==> config.mk <==
export PLATFORM = sky130hd
export DESIGN_NAME = enc_pipe_flat
export DESIGN_NICKNAME = d
export VERILOG_FILES = /design/src/rtl/enc_pipe_if.sv /design/src/rtl/enc_pipe.sv /design/src/flat_wrapper.sv
export SDC_FILE = /design/constraint.sdc
export NUM_CORES = 1
export LEC_CHECK = 0
export ABC_AREA = 1
export CAP_MARGIN = 0
export CORE_MARGIN = 2
export CORE_UTILIZATION = 45
export DETAILED_ROUTE_END_ITERATION = 7
export DONT_BUFFER_PORTS = 1
export GPL_TIMING_DRIVEN = 0
export HOLD_SLACK_MARGIN = 0.1
export MAX_ROUTING_LAYER = met4
export PLACE_DENSITY = 0.58
export SLEW_MARGIN = 10
export SYNTH_ARGS = -nofsm -noshare
export SYNTH_HDL_FRONTEND = slang
export SYNTH_SLANG_ARGS = --single-unit
==> constraint.sdc <==
create_clock -name clk -period 2 [get_ports clk]
set_input_delay 0.2 -clock clk [delete_from_list [all_inputs] [get_ports clk]]
set_output_delay 0.2 -clock clk [all_outputs]
set_load 0.03 [all_outputs]
==> src/rtl/enc_pipe_if.sv <==
// Valid/ready bus for the SEC-DED encoder.
// Data words enter on IN, codewords leave on OUT.
interface enc_pipe_if;
    logic        IN_VALID;
    logic        IN_READY;
    logic [31:0] IN;
    logic        OUT_VALID;
    logic        OUT_READY;
    logic [38:0] OUT;

    modport master (
        output IN_VALID, IN, OUT_READY,
        input  IN_READY, OUT_VALID, OUT
    );

    modport slave (
        input  IN_VALID, IN, OUT_READY,
        output IN_READY, OUT_VALID, OUT
    );
endinterface

==> src/rtl/enc_pipe.sv <==
// Two-stage Hsiao SEC-DED encoder: 32-bit data to {chk[6:0], data[31:0]}.
// Includes a one-shot XOR injection path to exercise the decoder in-system.
module enc_pipe #(
    parameter int CNT_W = 16
) (
    input  logic             clk,
    input  logic             rst_n,
    enc_pipe_if.slave        bus,
    input  logic             INJ_ARM,
    input  logic [38:0]      INJ_MASK,
    output logic             INJ_PEND,
    output logic [CNT_W-1:0] WCNT
);
    // Row i selects the data bits folded into check bit i.
    localparam logic [31:0] HM [7] = '{
        32'h2C0221FF,
        32'h13E5101F,
        32'hC06C89E1,
        32'h7D9C4422,
        32'hA2BBC244,
        32'h8B503E88,
        32'h5403FF10
    };

    function automatic logic [6:0] chk(input logic [31:0] d);
        logic [6:0] c;
        c = '0;
        for (int i = 0; i < 7; i++) c[i] = ^(d & HM[i]);
        return c;
    endfunction

    logic             s1_v;
    logic [31:0]      s1_d;
    logic             s1_f;
    logic [38:0]      s1_m;
    logic             s2_v;
    logic [38:0]      s2_q;
    logic             inj_pend;
    logic [38:0]      inj_mask;
    logic [CNT_W-1:0] wcnt;

    logic s2_free;
    logic s1_adv;
    logic acc;
    logic oxf;

    assign s2_free = ~s2_v | bus.OUT_READY;
    assign s1_adv  = s1_v & s2_free;
    assign bus.IN_READY = rst_n & (~s1_v | s2_free);
    assign acc = bus.IN_VALID & bus.IN_READY;
    assign oxf = s2_v & bus.OUT_READY;

    assign bus.OUT_VALID = s2_v;
    assign bus.OUT = s2_q;
    assign INJ_PEND = inj_pend;
    assign WCNT = wcnt;

    always_ff @(posedge clk or negedge rst_n) begin
        if (!rst_n) begin
            s1_v <= 1'b0;
            s1_d <= '0;
            s1_f <= 1'b0;
            s1_m <= '0;
        end else if (acc) begin
            s1_v <= 1'b1;
            s1_d <= bus.IN;
            s1_f <= inj_pend | INJ_ARM;
            s1_m <= inj_pend ? inj_mask : INJ_MASK;
        end else if (s1_adv) begin
            s1_v <= 1'b0;
        end
    end

    always_ff @(posedge clk or negedge rst_n) begin
        if (!rst_n) begin
            s2_v <= 1'b0;
            s2_q <= '0;
        end else if (s2_free) begin
            s2_v <= s1_v;
            if (s1_v) s2_q <= {chk(s1_d), s1_d} ^ (s1_f ? s1_m : 39'd0);
        end
    end

    // An arm coinciding with the consuming accept re-arms with the new mask.
    always_ff @(posedge clk or negedge rst_n) begin
        if (!rst_n) begin
            inj_pend <= 1'b0;
            inj_mask <= '0;
        end else if (acc && inj_pend) begin
            inj_pend <= INJ_ARM;
            if (INJ_ARM) inj_mask <= INJ_MASK;
        end else if (INJ_ARM && !acc) begin
            inj_pend <= 1'b1;
            inj_mask <= INJ_MASK;
        end
    end

    always_ff @(posedge clk or negedge rst_n) begin
        if (!rst_n) wcnt <= '0;
        else if (oxf) wcnt <= wcnt + CNT_W'(1);
    end
endmodule

==> src/flat_wrapper.sv <==
// flat-port wrapper written by rule: the top's interface ports become plain ports
module enc_pipe_flat 
#(
    parameter int CNT_W = 16
)
  (clk, rst_n, INJ_ARM, INJ_MASK, INJ_PEND, WCNT, bus_IN_VALID, bus_IN, bus_OUT_READY, bus_IN_READY, bus_OUT_VALID, bus_OUT);
  enc_pipe_if bus_i ();
  input  logic clk;
  input  logic rst_n;
  input  logic INJ_ARM;
  input  logic [38:0] INJ_MASK;
  output logic INJ_PEND;
  output logic [CNT_W-1:0] WCNT;
  input wire logic [$bits(bus_i.IN_VALID)-1:0] bus_IN_VALID;
  input wire logic [$bits(bus_i.IN)-1:0] bus_IN;
  input wire logic [$bits(bus_i.OUT_READY)-1:0] bus_OUT_READY;
  output wire logic [$bits(bus_i.IN_READY)-1:0] bus_IN_READY;
  output wire logic [$bits(bus_i.OUT_VALID)-1:0] bus_OUT_VALID;
  output wire logic [$bits(bus_i.OUT)-1:0] bus_OUT;
  assign bus_i.IN_VALID = bus_IN_VALID;
  assign bus_i.IN = bus_IN;
  assign bus_i.OUT_READY = bus_OUT_READY;
  assign bus_IN_READY = bus_i.IN_READY;
  assign bus_OUT_VALID = bus_i.OUT_VALID;
  assign bus_OUT = bus_i.OUT;
  enc_pipe #(.CNT_W(CNT_W)) u_core (.clk(clk), .rst_n(rst_n), .bus(bus_i), .INJ_ARM(INJ_ARM), .INJ_MASK(INJ_MASK), .INJ_PEND(INJ_PEND), .WCNT(WCNT));
endmodule
==> flow_summary.toml <==
[logic_synthesis]
yosys.area_share.simple = 0.2455
synth-edff-count = 0
synth-compound-area-share = 0.1023
synth_area_leader_cell = "dfrtp_1"
synth_fa_ha_area_frac = 0.001491
ys_async_sr_fraction = 1.000
ys_seq_area_frac = 0.5039
avgSynthCellArea_um2 = 8.133
syn_nets = 1109
synth_cell_types = 28
yosys-mux-area-fraction = 0.001342
synth_flop_cell = "dfrtp_1"
syn_inst = 1032
synth_area_leaders = "dfrtp_1 50%, nand2_1 17%, o21ai_0 5.8%"
synth_top_family_by_area = "simple AND/OR/NAND/NOR gates"
synth_xor_xnor_area_share = 0.06992
ys.warnings.count = 0
synthMostInstantiatedCell = "nand2_1"
synth_top_area_frac = 0.5039
ys_seq_elements = 169
synth_area_um2 = 8393
yosys-top-cells-count = "371 x nand2_1, 169 x dfrtp_1, 107 x inv_1, 98 x o21ai_0, 90 x nand3_1"

[cells_and_area]
nets = 1201
fin_area_um2 = 10030
area_growth_pct = 19.54
drive_above_1_share = 0.07388
post-route-util = 0.5529
antenna_cells = 0
fin_cells = 1366

[floorplanning]
fp.coreArea_um2 = 18150
pin_count = 134
dieArea_um2 = 19760
initial_core_util = 0.4625
die_h_um = 140.6
rows = 49
die_w_um = 140.6

[power_and_ir_drop]
finalPower_mw = 11.43
vdd_drop_max_mv = 0.6479
p_leak_nw = 5.025
internal_power_mw = 7.121
pwr-share-seq = 0.483
power_density_nw_per_um2 = 1140
p_clk_frac = 0.302
switching_share = 0.3772
p_comb_frac = 0.215
power_switching_mw = 4.313

[sta]
worst_pin_slew_ps = 574.7
worst_slack_ps = 146.6
min_period_ps = 1853
rsz0062_at_grt = "false"
holdWs_ps = -542.5
clock_skew_ps = 8.692
slew_headroom = 0.6168
fin_crit_sh = 0.9267
finalSetupTns_ps = 0
slew_viol_final = 0
setup_viol = 0
max_freq_mhz = 539.5
timing.final.hold_violations = 169

[critical_path]
cp_slowest_cell = "dfrtp_2"
arrival_ps = 2200
end_kind = "flop"
path_common_cell = "nand2_1"
start_kind = "flop"
crit_family = "simple AND/OR/NAND/NOR gates"
worstPathCellList = "nand3_1, nand2_1, nor2_4, buf_4, buf_2, nand2_1, o21ai_0"
critPathKind = "reg2reg"
cp_num_buf_inv = 2
required_ps = 2340
worst-path-max-fanout = 10
slowest_delay_ps = 500

[flow_run]
max_cap_violations = 0

[run_status]
status = "finished, violations left"
failed_checks = "hold timing"

[place]
dp_slack_ps = 43.13
dpl.cell_count = 1261
gp_congestion = 0.8548
post_dp_cell_area_um2 = 8680
io_buffers = 0
dp_hpwl_mm = 16.20

[detailed_routing]
drc_errors = 0
dr.pass1.iters = 5
post_drt_wl_per_cell_um = 16.67
drt_iter0_drc = 449
dr_total_vias = 7030
antenna_left = 0
wl_mm = 22.77
viasPerCell = 5.146

[grt]
grt_pass1_vias = 6851
grt.total_usage = 0.2468
overflow = 0
grt_pass1_wl_mm = 36.66
grt_max_degree = 171
antenna_found_initial = 0

[clock_tree]
cts_buffers = 17
cts_setup_buffers = 0
clock_latency_ps = 430
ctsHoldBuffers = 73
path_clk_slew_ps = 70
root_buffer = "clkbuf_16"
htree_levels = 4
cts_buffer_depth = 2
cts.sinks = 169
cts_tree = "done"

[min_path]
hold_path_class = "in2async"
[layout make-up]
class	count	area, um^2
multi-input combinational	707	3532
clock inverter	13	168.9
clock buffer	19	442.9
buffer	49	239.0
sequential	169	4232
inverter	107	401.6
fill	1738	8114
timing repair buffer	73	730.7
tap	229	286.5
[routing by layer]
layer | part of all wire | global-route usage | wire length (um)
met5 | 0 | - | 0
met4 | 0.025 | 0.08579 | 558
met3 | 0.043 | 0.04076 | 980
met2 | 0.46 | 0.3733 | 10510
met1 | 0.47 | 0.3405 | 10730
[registers in the layout (all words and copies together), names as in the netlist]
register              count
u_core.s1_v               1
u_core.s1_f               1
u_core.INJ_PEND           1
u_core.bus.OUT_VALID      1
u_core.inj_mask          39
u_core.s1_d              32
u_core.bus.OUT           39
u_core.WCNT              16
u_core.s1_m              39
[cells in the final DEF, fill, tap and decap left out, types with 2 or more instances in the layout]
cell type and instances:
nand2_1 370, dfrtp_1 167, inv_1 107, o21ai_0 98
nand3_1 90, dlygate4sd3_1 73, xor2_1 51, o211ai_1 39
clkbuf_1 22, buf_2 19, clkbuf_16 17, xnor2_1 16
nor2_1 12, o21ai_2 7, nor2_4 4, clkbuf_2 4
nand2_2 3, nand2_4 3, nand3b_1 3, nor2_2 3
clkinvlp_4 3, bufinv_16 3, clkbuf_4 2, buf_6 2
nand4_1 2, clkinv_4 2, clkinv_2 2, inv_6 2
dfrtp_2 2
[cells by family (layout without fill, tap and decap cells)]
kind of cell | after synthesis | after routing
buffers and inverters | 156 | 261
AND/OR/NAND/NOR | 492 | 492
multiplexers | 1 | 1
XOR/XNOR | 67 | 67
adder cells (fa/ha/maj) | 1 | 1
AO/OA/AOI/OAI | 146 | 146
flip-flops | 169 | 169
[power by group through the flow]
stage | logic (mW) | registers (mW) | clock network, mW
after floorplan | 1.86 | 5.33 | 0
after global placement | 2.28 | 5.56 | 0
after detailed placement | 2.33 | 5.57 | 0
after CTS | 2.46 | 5.51 | 3.49
after global routing | 2.85 | 5.60 | 3.64
final | 2.46 | 5.52 | 3.45
[final timing paths]
kind                                      startpoint                  end  slack (ps)  cells past startpoint
worst max-delay path            u_core.bus.OUT_VALID      u_core.s1_d[25]         150                      7
max in group asynchronous                      rst_n      u_core.s1_m[32]        2230                      0
min in group clk                             INJ_ARM  u_core.inj_mask[16]         120                      4
worst min register to register   u_core.inj_mask[15]  u_core.inj_mask[15]         490                      2
worst max register to register  u_core.bus.OUT_VALID      u_core.s1_d[25]         150                      7
worst min-delay path                           rst_n      u_core.WCNT[11]        -540                      0
[what timing repair did]
| action | in CTS | in global routing |
|---|---|---|
| endpoints found under the setup margin | 0 | 66 |
| hold endpoints to repair | 286 | 169 |
| gates resized for setup | 0 | 10 |
(Power assumes the default switching activity.)
